--- config.mk ---
export PLATFORM = sky130hd
export DESIGN_NAME = draw_scheduler_flat
export DESIGN_NICKNAME = d
export VERILOG_FILES = /design/src/rtl/draw_scheduler_if.sv /design/src/rtl/draw_scheduler.sv /design/src/flat_wrapper.sv
export SDC_FILE = /design/constraint.sdc
export NUM_CORES = 1
export LEC_CHECK = 0
export CAP_MARGIN = 20
export CORE_MARGIN = 4
export CORE_UTILIZATION = 42
export DETAILED_ROUTE_END_ITERATION = 10
export GPL_TIMING_DRIVEN = 0
export PLACE_DENSITY = 0.75
export SETUP_SLACK_MARGIN = 0.5
export SKIP_LAST_GASP = 1
export SLEW_MARGIN = 10
export SYNTH_ARGS = -nofsm -noshare
export SYNTH_HDL_FRONTEND = slang
export SYNTH_SLANG_ARGS = --single-unit
--- constraint.sdc ---
create_clock -name clk -period 4.78 [get_ports clk]
set_input_delay 0.956 -clock clk [delete_from_list [all_inputs] [get_ports clk]]
set_output_delay 0.956 -clock clk [all_outputs]
set_load 0.05 [all_outputs]
--- src/rtl/draw_scheduler_if.sv ---
// draw_scheduler_if: requester, generator and status signals of the draw scheduler
interface draw_scheduler_if #(
  parameter int LW = 3,
  parameter int CW = 16
);
  logic          req0_valid;
  logic [7:0]    req0_x;
  logic [7:0]    req0_y;
  logic          req0_ready;
  logic          req1_valid;
  logic [7:0]    req1_x;
  logic [7:0]    req1_y;
  logic          req1_ready;
  logic [2:0]    brush_cfg;
  logic [1:0]    sym_cfg;
  logic          flush;
  logic          gen_trigger;
  logic [7:0]    gen_x;
  logic [7:0]    gen_y;
  logic [2:0]    gen_brush;
  logic [1:0]    gen_sym;
  logic          gen_busy;
  logic          gen_valid;
  logic [LW-1:0] fifo_level;
  logic [CW-1:0] pix_total;
  logic          err_count;
  logic          err_timeout;
  modport slave (
    input  req0_valid, req0_x, req0_y, req1_valid, req1_x, req1_y,
    input  brush_cfg, sym_cfg, flush, gen_busy, gen_valid,
    output req0_ready, req1_ready, gen_trigger, gen_x, gen_y, gen_brush, gen_sym,
    output fifo_level, pix_total, err_count, err_timeout
  );
  modport master (
    output req0_valid, req0_x, req0_y, req1_valid, req1_x, req1_y,
    output brush_cfg, sym_cfg, flush, gen_busy, gen_valid,
    input  req0_ready, req1_ready, gen_trigger, gen_x, gen_y, gen_brush, gen_sym,
    input  fifo_level, pix_total, err_count, err_timeout
  );
endinterface

--- src/rtl/draw_scheduler.sv ---
// draw_scheduler: round-robin command intake, FIFO, one-at-a-time launch and pixel-count checking
module draw_scheduler #(
  parameter int FIFO_DEPTH = 4,
  parameter int CNT_W      = 16,
  parameter int DEDUP_EN   = 1
) (
  input logic clk,
  input logic rst_n,
  draw_scheduler_if.slave bus
);
  localparam int AW = $clog2(FIFO_DEPTH);
  localparam int LW = AW + 1;
  typedef enum logic [1:0] {IDLE, LAUNCH, RUN} state_t;
  state_t state, state_nx;
  logic [20:0] mem [FIFO_DEPTH];
  logic [AW-1:0] wr_ptr, rd_ptr;
  logic [LW-1:0] level;
  logic [20:0] cmd, hist, gen_cmd;
  logic rr, hist_v, grant0, grant1, full, empty, accept, dup, push, pop;
  logic tmo_hit, run_done, trigger, err_cnt, err_tmo;
  logic [1:0] tmo;
  logic [8:0] pix_cmd, expected;
  logic [3:0] bsz;
  logic [6:0] area;
  logic [CNT_W-1:0] total;
  assign full = level == LW'(FIFO_DEPTH);
  assign empty = level == '0;
  assign grant0 = bus.req0_valid & (~bus.req1_valid | ~rr);
  assign grant1 = bus.req1_valid & (~bus.req0_valid | rr);
  assign bus.req0_ready = grant0 & ~full & ~bus.flush;
  assign bus.req1_ready = grant1 & ~full & ~bus.flush;
  assign accept = bus.req0_ready | bus.req1_ready;
  assign cmd = grant1 ? {bus.req1_x, bus.req1_y, bus.brush_cfg, bus.sym_cfg}
                      : {bus.req0_x, bus.req0_y, bus.brush_cfg, bus.sym_cfg};
  assign dup = (DEDUP_EN != 0) && hist_v && (cmd == hist);
  assign push = accept & ~dup;
  // (brush+1)^2 scaled by 1/2/2/4 mirror copies
  assign bsz = {1'b0, gen_cmd[4:2]} + 4'd1;
  assign area = 7'(bsz * bsz);
  assign expected = gen_cmd[1:0] == 2'd3 ? {area, 2'b00} :
                    gen_cmd[1:0] == 2'd0 ? {2'b00, area} : {1'b0, area, 1'b0};
  assign bus.gen_x = gen_cmd[20:13];
  assign bus.gen_y = gen_cmd[12:5];
  assign bus.gen_brush = gen_cmd[4:2];
  assign bus.gen_sym = gen_cmd[1:0];
  assign bus.gen_trigger = trigger;
  assign bus.fifo_level = level;
  assign bus.pix_total = total;
  assign bus.err_count = err_cnt;
  assign bus.err_timeout = err_tmo;
  // FSM state register
  always_ff @(posedge clk or negedge rst_n)
    if (!rst_n) state <= IDLE;
    else state <= state_nx;
  // FSM next state: launch when idle with work, wait for busy, then wait for completion
  always_comb begin
    state_nx = state;
    unique case (state)
      IDLE:    state_nx = (~empty & ~bus.gen_busy) ? LAUNCH : IDLE;
      LAUNCH:  state_nx = bus.gen_busy ? RUN : (tmo == 2'd3) ? IDLE : LAUNCH;
      RUN:     state_nx = bus.gen_busy ? RUN : IDLE;
      default: state_nx = IDLE;
    endcase
  end
  // FSM outputs: pop/launch, launch timeout and end-of-command events
  always_comb begin
    pop = (state == IDLE) & ~empty & ~bus.gen_busy;
    tmo_hit = (state == LAUNCH) & ~bus.gen_busy & (tmo == 2'd3);
    run_done = (state == RUN) & ~bus.gen_busy;
  end
  // FIFO storage; entries need no reset since level guards reads
  always_ff @(posedge clk)
    if (push) mem[wr_ptr] <= cmd;
  // FIFO pointers, level, round-robin pointer and dedup history
  always_ff @(posedge clk or negedge rst_n)
    if (!rst_n) begin
      wr_ptr <= '0;
      rd_ptr <= '0;
      level <= '0;
      rr <= 1'b0;
      hist <= '0;
      hist_v <= 1'b0;
    end else begin
      wr_ptr <= bus.flush ? '0 : wr_ptr + AW'(push);
      rd_ptr <= bus.flush ? '0 : rd_ptr + AW'(pop);
      level <= bus.flush ? '0 : level + LW'(push) - LW'(pop);
      rr <= accept ? grant0 : rr;
      hist <= push ? cmd : hist;
      hist_v <= ~bus.flush & (hist_v | push);
    end
  // launch registers, counters and sticky error flags
  always_ff @(posedge clk or negedge rst_n)
    if (!rst_n) begin
      gen_cmd <= '0;
      trigger <= 1'b0;
      tmo <= '0;
      pix_cmd <= '0;
      total <= '0;
      err_cnt <= 1'b0;
      err_tmo <= 1'b0;
    end else begin
      gen_cmd <= pop ? mem[rd_ptr] : gen_cmd;
      trigger <= pop;
      tmo <= (state == LAUNCH) ? tmo + 2'd1 : 2'd0;
      pix_cmd <= pop ? 9'd0 : (bus.gen_valid & (state != IDLE)) ? pix_cmd + 9'd1 : pix_cmd;
      total <= (bus.gen_valid & ~&total) ? total + CNT_W'(1) : total;
      err_cnt <= err_cnt | (run_done & (pix_cmd != expected));
      err_tmo <= err_tmo | tmo_hit;
    end
endmodule
--- src/flat_wrapper.sv ---
// flat-port wrapper written by rule: the top's interface ports become plain ports
module draw_scheduler_flat 
#(
  parameter int FIFO_DEPTH = 4,
  parameter int CNT_W      = 16,
  parameter int DEDUP_EN   = 1
)
  (clk, rst_n, bus_req0_valid, bus_req0_x, bus_req0_y, bus_req1_valid, bus_req1_x, bus_req1_y, bus_brush_cfg, bus_sym_cfg, bus_flush, bus_gen_busy, bus_gen_valid, bus_req0_ready, bus_req1_ready, bus_gen_trigger, bus_gen_x, bus_gen_y, bus_gen_brush, bus_gen_sym, bus_fifo_level, bus_pix_total, bus_err_count, bus_err_timeout);
  draw_scheduler_if bus_i ();
  input logic clk;
  input logic rst_n;
  input wire logic [$bits(bus_i.req0_valid)-1:0] bus_req0_valid;
  input wire logic [$bits(bus_i.req0_x)-1:0] bus_req0_x;
  input wire logic [$bits(bus_i.req0_y)-1:0] bus_req0_y;
  input wire logic [$bits(bus_i.req1_valid)-1:0] bus_req1_valid;
  input wire logic [$bits(bus_i.req1_x)-1:0] bus_req1_x;
  input wire logic [$bits(bus_i.req1_y)-1:0] bus_req1_y;
  input wire logic [$bits(bus_i.brush_cfg)-1:0] bus_brush_cfg;
  input wire logic [$bits(bus_i.sym_cfg)-1:0] bus_sym_cfg;
  input wire logic [$bits(bus_i.flush)-1:0] bus_flush;
  input wire logic [$bits(bus_i.gen_busy)-1:0] bus_gen_busy;
  input wire logic [$bits(bus_i.gen_valid)-1:0] bus_gen_valid;
  output wire logic [$bits(bus_i.req0_ready)-1:0] bus_req0_ready;
  output wire logic [$bits(bus_i.req1_ready)-1:0] bus_req1_ready;
  output wire logic [$bits(bus_i.gen_trigger)-1:0] bus_gen_trigger;
  output wire logic [$bits(bus_i.gen_x)-1:0] bus_gen_x;
  output wire logic [$bits(bus_i.gen_y)-1:0] bus_gen_y;
  output wire logic [$bits(bus_i.gen_brush)-1:0] bus_gen_brush;
  output wire logic [$bits(bus_i.gen_sym)-1:0] bus_gen_sym;
  output wire logic [$bits(bus_i.fifo_level)-1:0] bus_fifo_level;
  output wire logic [$bits(bus_i.pix_total)-1:0] bus_pix_total;
  output wire logic [$bits(bus_i.err_count)-1:0] bus_err_count;
  output wire logic [$bits(bus_i.err_timeout)-1:0] bus_err_timeout;
  assign bus_i.req0_valid = bus_req0_valid;
  assign bus_i.req0_x = bus_req0_x;
  assign bus_i.req0_y = bus_req0_y;
  assign bus_i.req1_valid = bus_req1_valid;
  assign bus_i.req1_x = bus_req1_x;
  assign bus_i.req1_y = bus_req1_y;
  assign bus_i.brush_cfg = bus_brush_cfg;
  assign bus_i.sym_cfg = bus_sym_cfg;
  assign bus_i.flush = bus_flush;
  assign bus_i.gen_busy = bus_gen_busy;
  assign bus_i.gen_valid = bus_gen_valid;
  assign bus_req0_ready = bus_i.req0_ready;
  assign bus_req1_ready = bus_i.req1_ready;
  assign bus_gen_trigger = bus_i.gen_trigger;
  assign bus_gen_x = bus_i.gen_x;
  assign bus_gen_y = bus_i.gen_y;
  assign bus_gen_brush = bus_i.gen_brush;
  assign bus_gen_sym = bus_i.gen_sym;
  assign bus_fifo_level = bus_i.fifo_level;
  assign bus_pix_total = bus_i.pix_total;
  assign bus_err_count = bus_i.err_count;
  assign bus_err_timeout = bus_i.err_timeout;
  draw_scheduler #(.FIFO_DEPTH(FIFO_DEPTH), .CNT_W(CNT_W), .DEDUP_EN(DEDUP_EN)) u_core (.clk(clk), .rst_n(rst_n), .bus(bus_i));
endmodule
==> results.tsv, run 1 <==
metric	value	unit
outcome	complete, no violations	
maximum clock frequency	243	MHz
Initial DRC Count	429	
xor-xnor portion of the synthesized cell area	5.91	%
Most used DFF post-synth	edfxtp_1	
area share of fa/ha/maj cells after synthesis	2.42	%
crit path to	u_core.bus.fifo_level[2]	
PD cells	604	nW/um2
Lkg Pwr	3.73	nW
register area share after synthesis	60.9	%
clk root buf	clkbuf_16	
average cell area after synthesis	13.5	um2
Final min period	4.11	ns
Residual DRC	0	
antenna violations before repair	1	
Tot Pwr	5.70	mW
ratio of cells with drive above 1 in the final layout	17.7	%
Die Area	20200	um2
maximum vdd drop	289	uV
Die Width	142	um
remaining antenna violation count after routing	0	
largest family of logic cells by synthesized area	multiplexers	
Mapped Area	7560	um2
# setup viols final	0	
worst r2r path cells	15	
overall routed net length	16900	um
clk_skew	0.00870	ns
Synth Area in Compound Gates	5.12	%
Yosys cell types	55	
largest area contributor in the netlist	edfxtp_1	
Startpoint Class	input port	
register bit total from synthesis	167	
PortBufs	87	
R2R setup slack	1.26	ns
gpl congestion	0.933	
post-synthesis mux area share	13.3	%
critical path peak fanout	7	
Simple-Gate Fraction of Synth Area	9.92	%
Slowest cell on crit path	clkdlybuf4s50_1	
Syn-to-layout area delta	24.9	%
synthesized instance count	558	
hold crit path type	flop to flop	
Synth warnings	0	
Nets	738	
Post-synth EDFFs	84	
wire length per cell	18.3	um
commonest cells in the netlist	edfxtp_1, dfrtp_1, nand2_1	
syn nets	616	
Fillers	1430	
CTS max path bufs	2	
FF-to-FF End	u_core.bus.fifo_level[2]	
I/O pins	89	
Worst Path Required	5.07	ns
Vias	4913	
share of the synthesized area in the top cell type	33.4	%
CP Class	input port to flop	
Final Cycle Share	86.0	%
post-detail-place hpwl	12200	um
final hold vios	0	
Place WS	-0.227	ns
die height	142	um
Reg-to-Reg Start	u_core.rr	
TritonCTS clock tree	done	
max-capacitance violation count	0	
Vias per Instance	5.35	
most common cell in the netlist	edfxtp_1	
crit path capture type	flop	
Core ar.	17500	um2
clk sinks	167	
Slew headroom	35.8	%
largest cells by area after synthesis	edfxtp_1, dfrtp_1, mux4_2	
GR Overflow Total	0	
largest net degree at the start of global routing	57	
Final Slew Violations	0	
ys async rst share	49.7	%
TritonRoute pass-1 iters	5	
Worst Path Arrival	4.40	ns
htree depth	4	
clk_lat worst skew	0.42	ns
Reg clk slew, reported paths	0.06	ns
worst-margin pin slew	0.964	ns
Starting Density	43.2	%
gr usage total	17.2	%
RSZ-0062 raised after global routing	no	
first-pass GRT wire length	26800	um
row cnt	48	
CTS buffer count	17	
crit path launch	bus_req0_valid	
CP Cell Sequence	clkdlybuf4s50_1, nand2b_4, and2_1, buf_6, mux2_4, a2111o_1, or4_4, o31ai_4, buf_6, inv_1, ha_1, inv_1, fa_1, xor2_1, xnor2_1, nor2_1	
Slowest Stage Delay on Critical Path	0.53	ns
vias in the first global route	5036	
final worst slack	0.670	ns
-- worst max-delay path, delay by kind of cell --
family	cells	cell delay (ns)
buf+inv	5	0.97
simple gates	4	0.80
compound gates	2	0.65
fa+ha+maj	2	0.37
mux	1	0.33
xor+xnor	2	0.31
-- logic make-up (layout without fill, tap and decap cells) --
family,count (synthesis),after routing
flip-flops,167,167
buffers and inverters,44,179
AO/OA/AOI/OAI,55,55
XOR/XNOR,51,51
multiplexers,68,68
AND/OR/NAND/NOR,158,158
adder cells (fa/ha/maj),14,14
other,1,2
-- power by group --
group          total (mW)  internal, mW  switching (mW)
clock                1.26         0.713           0.543
sequential           2.14          1.88           0.263
combinational        2.30         0.980            1.32
-- state kept, by name, indices dropped and copies added (netlist names) --
name	cells
u_core.mem	84
u_core.bus.err_timeout	1
u_core.bus.gen_trigger	1
u_core.rd_ptr	2
u_core.rr	1
u_core.wr_ptr	2
u_core.tmo	2
u_core.gen_cmd	21
u_core.bus.err_count	1
u_core.state	2
u_core.bus.fifo_level	3
u_core.hist_v	1
u_core.bus.pix_total	16
u_core.pix_cmd	9
u_core.hist	21
-- repair_timing --
action                                  CTS  global route
hold buffers                              0             0
pin swaps                                 1             0
endpoints found under the setup margin    9            16
resized for setup                         0             3
buffers inserted                          1             5
-- routing by layer --
metal,up-vias,GRT usage [%],part of all wire (%)
met5,-,0,0
met4,0,6.77,2.3
met3,23,2.82,3.4
met2,120,28.9,51
met1,2495,22.3,43
li1,2275,-,-
-- layout by cell type (no fill, tap or decap), types with 5 or more instances in the layout --
master,synthesis,routed
inv_1,27,27
nand4_1,9,9
nor2_1,37,37
mux2_2,41,41
clkbuf_1,10,11
nor2b_1,8,8
o21ai_0,14,13
nand2b_1,5,5
buf_6,3,9
nand2_1,60,60
edfxtp_1,84,84
buf_4,0,10
clkbuf_16,0,17
mux4_2,21,21
xnor2_1,19,19
nor3_1,10,6
ha_1,13,13
nand3_1,6,6
clkinv_2,0,6
a21oi_1,9,9
clkdlybuf4s50_1,0,86
dfrtp_1,83,83
xor2_1,32,32
-- how the worst min path moves through the flow --
| stage | start | endpoint | slack, ns | cells after the start |
|---|---|---|---|---|
| after global placement | u_core.tmo[0] | u_core.tmo[0] | 0.42 | 1 |
| after detailed placement | u_core.tmo[0] | u_core.tmo[0] | 0.43 | 1 |
| after global routing | u_core.tmo[0] | u_core.tmo[0] | 0.45 | 1 |
| after floorplan | u_core.tmo[0] | u_core.tmo[0] | 0.41 | 1 |
| final | u_core.tmo[0] | u_core.tmo[0] | 0.44 | 1 |
| after CTS | u_core.tmo[0] | u_core.tmo[0] | 0.44 | 1 |
-- area by class of cell --
type / count / area (um2) / area share (%)
Clock inverter: 13 / 104 / 1.10
Antenna cell: 1 / 2.50 / 0.0265
Multi-Input combinational cell: 347 / 2800 / 29.6
Sequential cell: 167 / 4600 / 48.7
Clock buffer: 19 / 433 / 4.59
Inverter: 27 / 101 / 1.07
Tap cell: 225 / 282 / 2.98
Buffer: 17 / 87.6 / 0.928
Timing Repair Buffer: 103 / 1030 / 10.9
-- stage by stage --
stage	TNS [ns]	util [%]	instances	hold slack, ns	area (um2)
after floorplan	0	-	558	0.410	7560
after global placement	-176.41	49.8	870	0.420	8710
after detailed placement	-0.340	50.7	880	0.431	8850
after CTS	0	53.8	913	0.439	9400
after global routing	0	54.0	919	0.453	9440
final	0	54.0	919	0.440	9440
Note: power is estimated with default switching activity, not from simulation.
==> inputs of run 2 (changes only) <==
--- a/config.mk
+++ b/config.mk
@@ -6,11 +6,12 @@
 export NUM_CORES = 1
 export LEC_CHECK = 0
 export CAP_MARGIN = 20
+export CORE_ASPECT_RATIO = 1.2
 export CORE_MARGIN = 4
 export CORE_UTILIZATION = 42
 export DETAILED_ROUTE_END_ITERATION = 10
 export GPL_TIMING_DRIVEN = 0
-export PLACE_DENSITY = 0.75
+export PLACE_DENSITY = 0.67
 export SETUP_SLACK_MARGIN = 0.5
 export SKIP_LAST_GASP = 1
 export SLEW_MARGIN = 10
==> constraint.sdc (replaced) <==
create_clock -name clk -period 4.82 [get_ports clk]
set_input_delay 0.964 -clock clk [delete_from_list [all_inputs] [get_ports clk]]
set_output_delay 0.964 -clock clk [all_outputs]
set_load 0.05 [all_outputs]
==> run 2 against run 1 <==
Worst setup slack improved by 0.0099 ns; first-iteration DRC count decreased by 33%; clock skew shrank 0.0020 ns; critical path type unchanged; non-clock buffer count decreased by 6; global-route usage is 0.36 points lower; wire length shrank 6.6%.
==> results.tsv, run 2 (same netlist as run 1, synthesis figures left out) <==
metric	value	unit	change
CP Class	input port to flop		unchanged
remaining antenna violation count after routing	0		unchanged
I/O pins	89		unchanged
GR Overflow Total	0		unchanged
worst-margin pin slew	0.884	ns	was 0.964 ns
ratio of cells with drive above 1 in the final layout	17.3	%	was 17.7%
die height	155	um	was 142 um
CTS max path bufs	2		unchanged
crit path capture type	flop		unchanged
antenna violations before repair	0		was 1
n_diodes	0		was 1
maximum clock frequency	242	MHz	
clk sinks	167		unchanged
overall routed net length	15700	um	was 16,900 um
Core ar.	17600	um2	was 17,500 um2
most frequent cells in the layout	clkdlybuf4s50_1, edfxtp_1, dfrtp_1		unchanged
htree depth	4		unchanged
critical path peak fanout	10		was 7
TritonRoute pass-1 iters	4		was 5
wire length per cell	17.4	um	was 18.3 um
RSZ-0062 raised after global routing	yes		was no
gr usage total	16.8	%	was 17.2%
final hold vios	0		unchanged
commonest non-fill, non-tap cell in the layout	clkdlybuf4s50_1		unchanged
Initial DRC Count	286		was 429
post-detail-place hpwl	11900	um	was 12,200 um
Reg-to-Reg Start	u_core.rr		unchanged
Starting Density	43.0	%	was 43.2%
Final Cycle Share	85.9	%	
vias in the first global route	5091		was 5,036
max-capacitance violation count	0		unchanged
Final min period	4.14	ns	
Largest register FFs	84		unchanged
Vias per Instance	5.22		was 5.35
hold crit path type	flop to flop		unchanged
Lkg Pwr	3.72	nW	was 3.73 nW
Register Area	4600	um2	unchanged
maximum vdd drop	285	uV	was 289 uV
final worst slack	0.680	ns	was 0.670 ns
outcome	complete, no violations		unchanged
TritonCTS clock tree	done		unchanged
Largest Register	u_core.mem		unchanged
largest net degree at the start of global routing	56		was 57
Worst Path Arrival	4.43	ns	was 4.40 ns
PD cells	599	nW/um2	was 604 nW/um2
Reg clk slew, reported paths	0.06	ns	about the same
biggest regs	u_core.mem x84, u_core.gen_cmd x21, u_core.hist x21		unchanged
Residual DRC	0		unchanged
Fillers	1443		was 1,430
Slew headroom	40.7	%	was 35.8%
CTS buffer count	17		unchanged
worst r2r path cells	15		unchanged
crit path launch	bus_req0_valid		unchanged
PortBufs	87		unchanged
Worst Path Required	5.11	ns	was 5.07 ns
area used by multi-input combinational logic	2810	um2	was 2800 um2
first-pass GRT wire length	26200	um	was 26,800 um
R2R setup slack	1.27	ns	was 1.26 ns
Syn-to-layout area delta	24.6	%	was 24.9%
FF-to-FF End	u_core.bus.fifo_level[2]		unchanged
Nets	732		was 738
# setup viols final	0		unchanged
CTS Hold Bufs	0		unchanged
Place WS	-0.157	ns	was -0.227 ns
Final Slew Violations	0		unchanged
Die Width	130	um	was 142 um
row cnt	53		was 48
gpl congestion	0.872		was 0.933
clk_skew	0.00673	ns	was 0.00870 ns
crit path to	u_core.bus.fifo_level[2]		unchanged
Startpoint Class	input port		unchanged
clk_lat worst skew	0.42	ns	about the same
Die Area	20200	um2	about the same
clk root buf	clkbuf_16		unchanged
Vias	4736		was 4,913
Tot Pwr	5.64	mW	was 5.70 mW
run 2: cell types whose count changed in the layout (fill, tap and decap cells not counted), sizes merged:
| cell | before | now |
|---|---|---|
| clkinv | 8 | 1 |
| clkdlybuf4s50 | 86 | 85 |
| diode | 1 | 0 |
| dlymetal6s2s | 0 | 1 |
| bufinv | 1 | 0 |
| buf | 24 | 18 |
| clkbuf | 29 | 28 |
| inv | 30 | 39 |
run 2: critical path, cell delays in order:
cell and delay (ns):
clkdlybuf4s50_1 0.52, nand2b_4 0.06, and2_1 0.16, buf_6 0.14, mux2_4 0.34, a2111o_1 0.41
or4_4 0.53, o31ai_4 0.23, buf_6 0.19, inv_1 0.07, ha_1 0.19, inv_1 0.07
fa_1 0.17, xor2_1 0.19, xnor2_1 0.14, nor2_1 0.06
run 2: report_power, final:
| part | internal (mW) | leakage [nW] | switching (mW) |
|---|---|---|---|
| combinational | 0.957 | 1.64 | 1.27 |
| sequential | 1.86 | 1.80 | 0.266 |
| clock | 0.684 | 0.274 | 0.593 |
run 2: layout make-up:
class | instances | area share (%)
Tap cell | 220 | 2.92
Sequential cell | 167 | 48.9
Timing Repair Buffer | 97 | 10.5
Inverter | 27 | 1.08
Buffer | 17 | 0.917
Clock inverter | 14 | 1.33
Multi-Input combinational cell | 347 | 29.8
Clock buffer | 18 | 4.56
run 2: what timing repair did:
| action | CTS | global route |
|---|---|---|
| setup endpoints to repair | 2 | 2 |
| gates resized for setup | 1 | 2 |
| pin swaps | 1 | 0 |
| buffers inserted | 1 | 0 |
run 2: how the worst min path moves through the flow:
stage | from | to | slack [ns] | cells past startpoint
6_report | u_core.tmo[0] | u_core.tmo[0] | 0.45 | 1
5_1_grt | u_core.tmo[0] | u_core.tmo[0] | 0.45 | 1
4_1_cts | u_core.tmo[0] | u_core.tmo[0] | 0.44 | 1
3_5_place_dp | u_core.tmo[0] | u_core.tmo[0] | 0.44 | 1
3_3_place_gp | u_core.tmo[0] | u_core.tmo[0] | 0.42 | 1
2_1_floorplan | u_core.tmo[0] | u_core.tmo[0] | 0.41 | 1
run 2: through the flow:
stage                     instance area [um2]  setup TNS (ns)  hold slack (ns)  utilization, %  cells
after floorplan                          7560               0            0.410               -    558
after global placement                   8700         -155.99            0.420            49.5    865
after detailed placement                 8840          -0.197            0.435            50.3    874
after CTS                                9400               0            0.444            53.5    907
after global routing                     9420               0            0.452            53.6    907
final                                    9420               0            0.455            53.6    907
run 2: layer usage:
layer  vias up  GRT usage, %  wire (um)
met4         0          4.21        163
met1      2357          21.1       6680
li1       2259             -          -
met5         -             0          0
met3        12          4.36        740
met2       108          28.9       8160
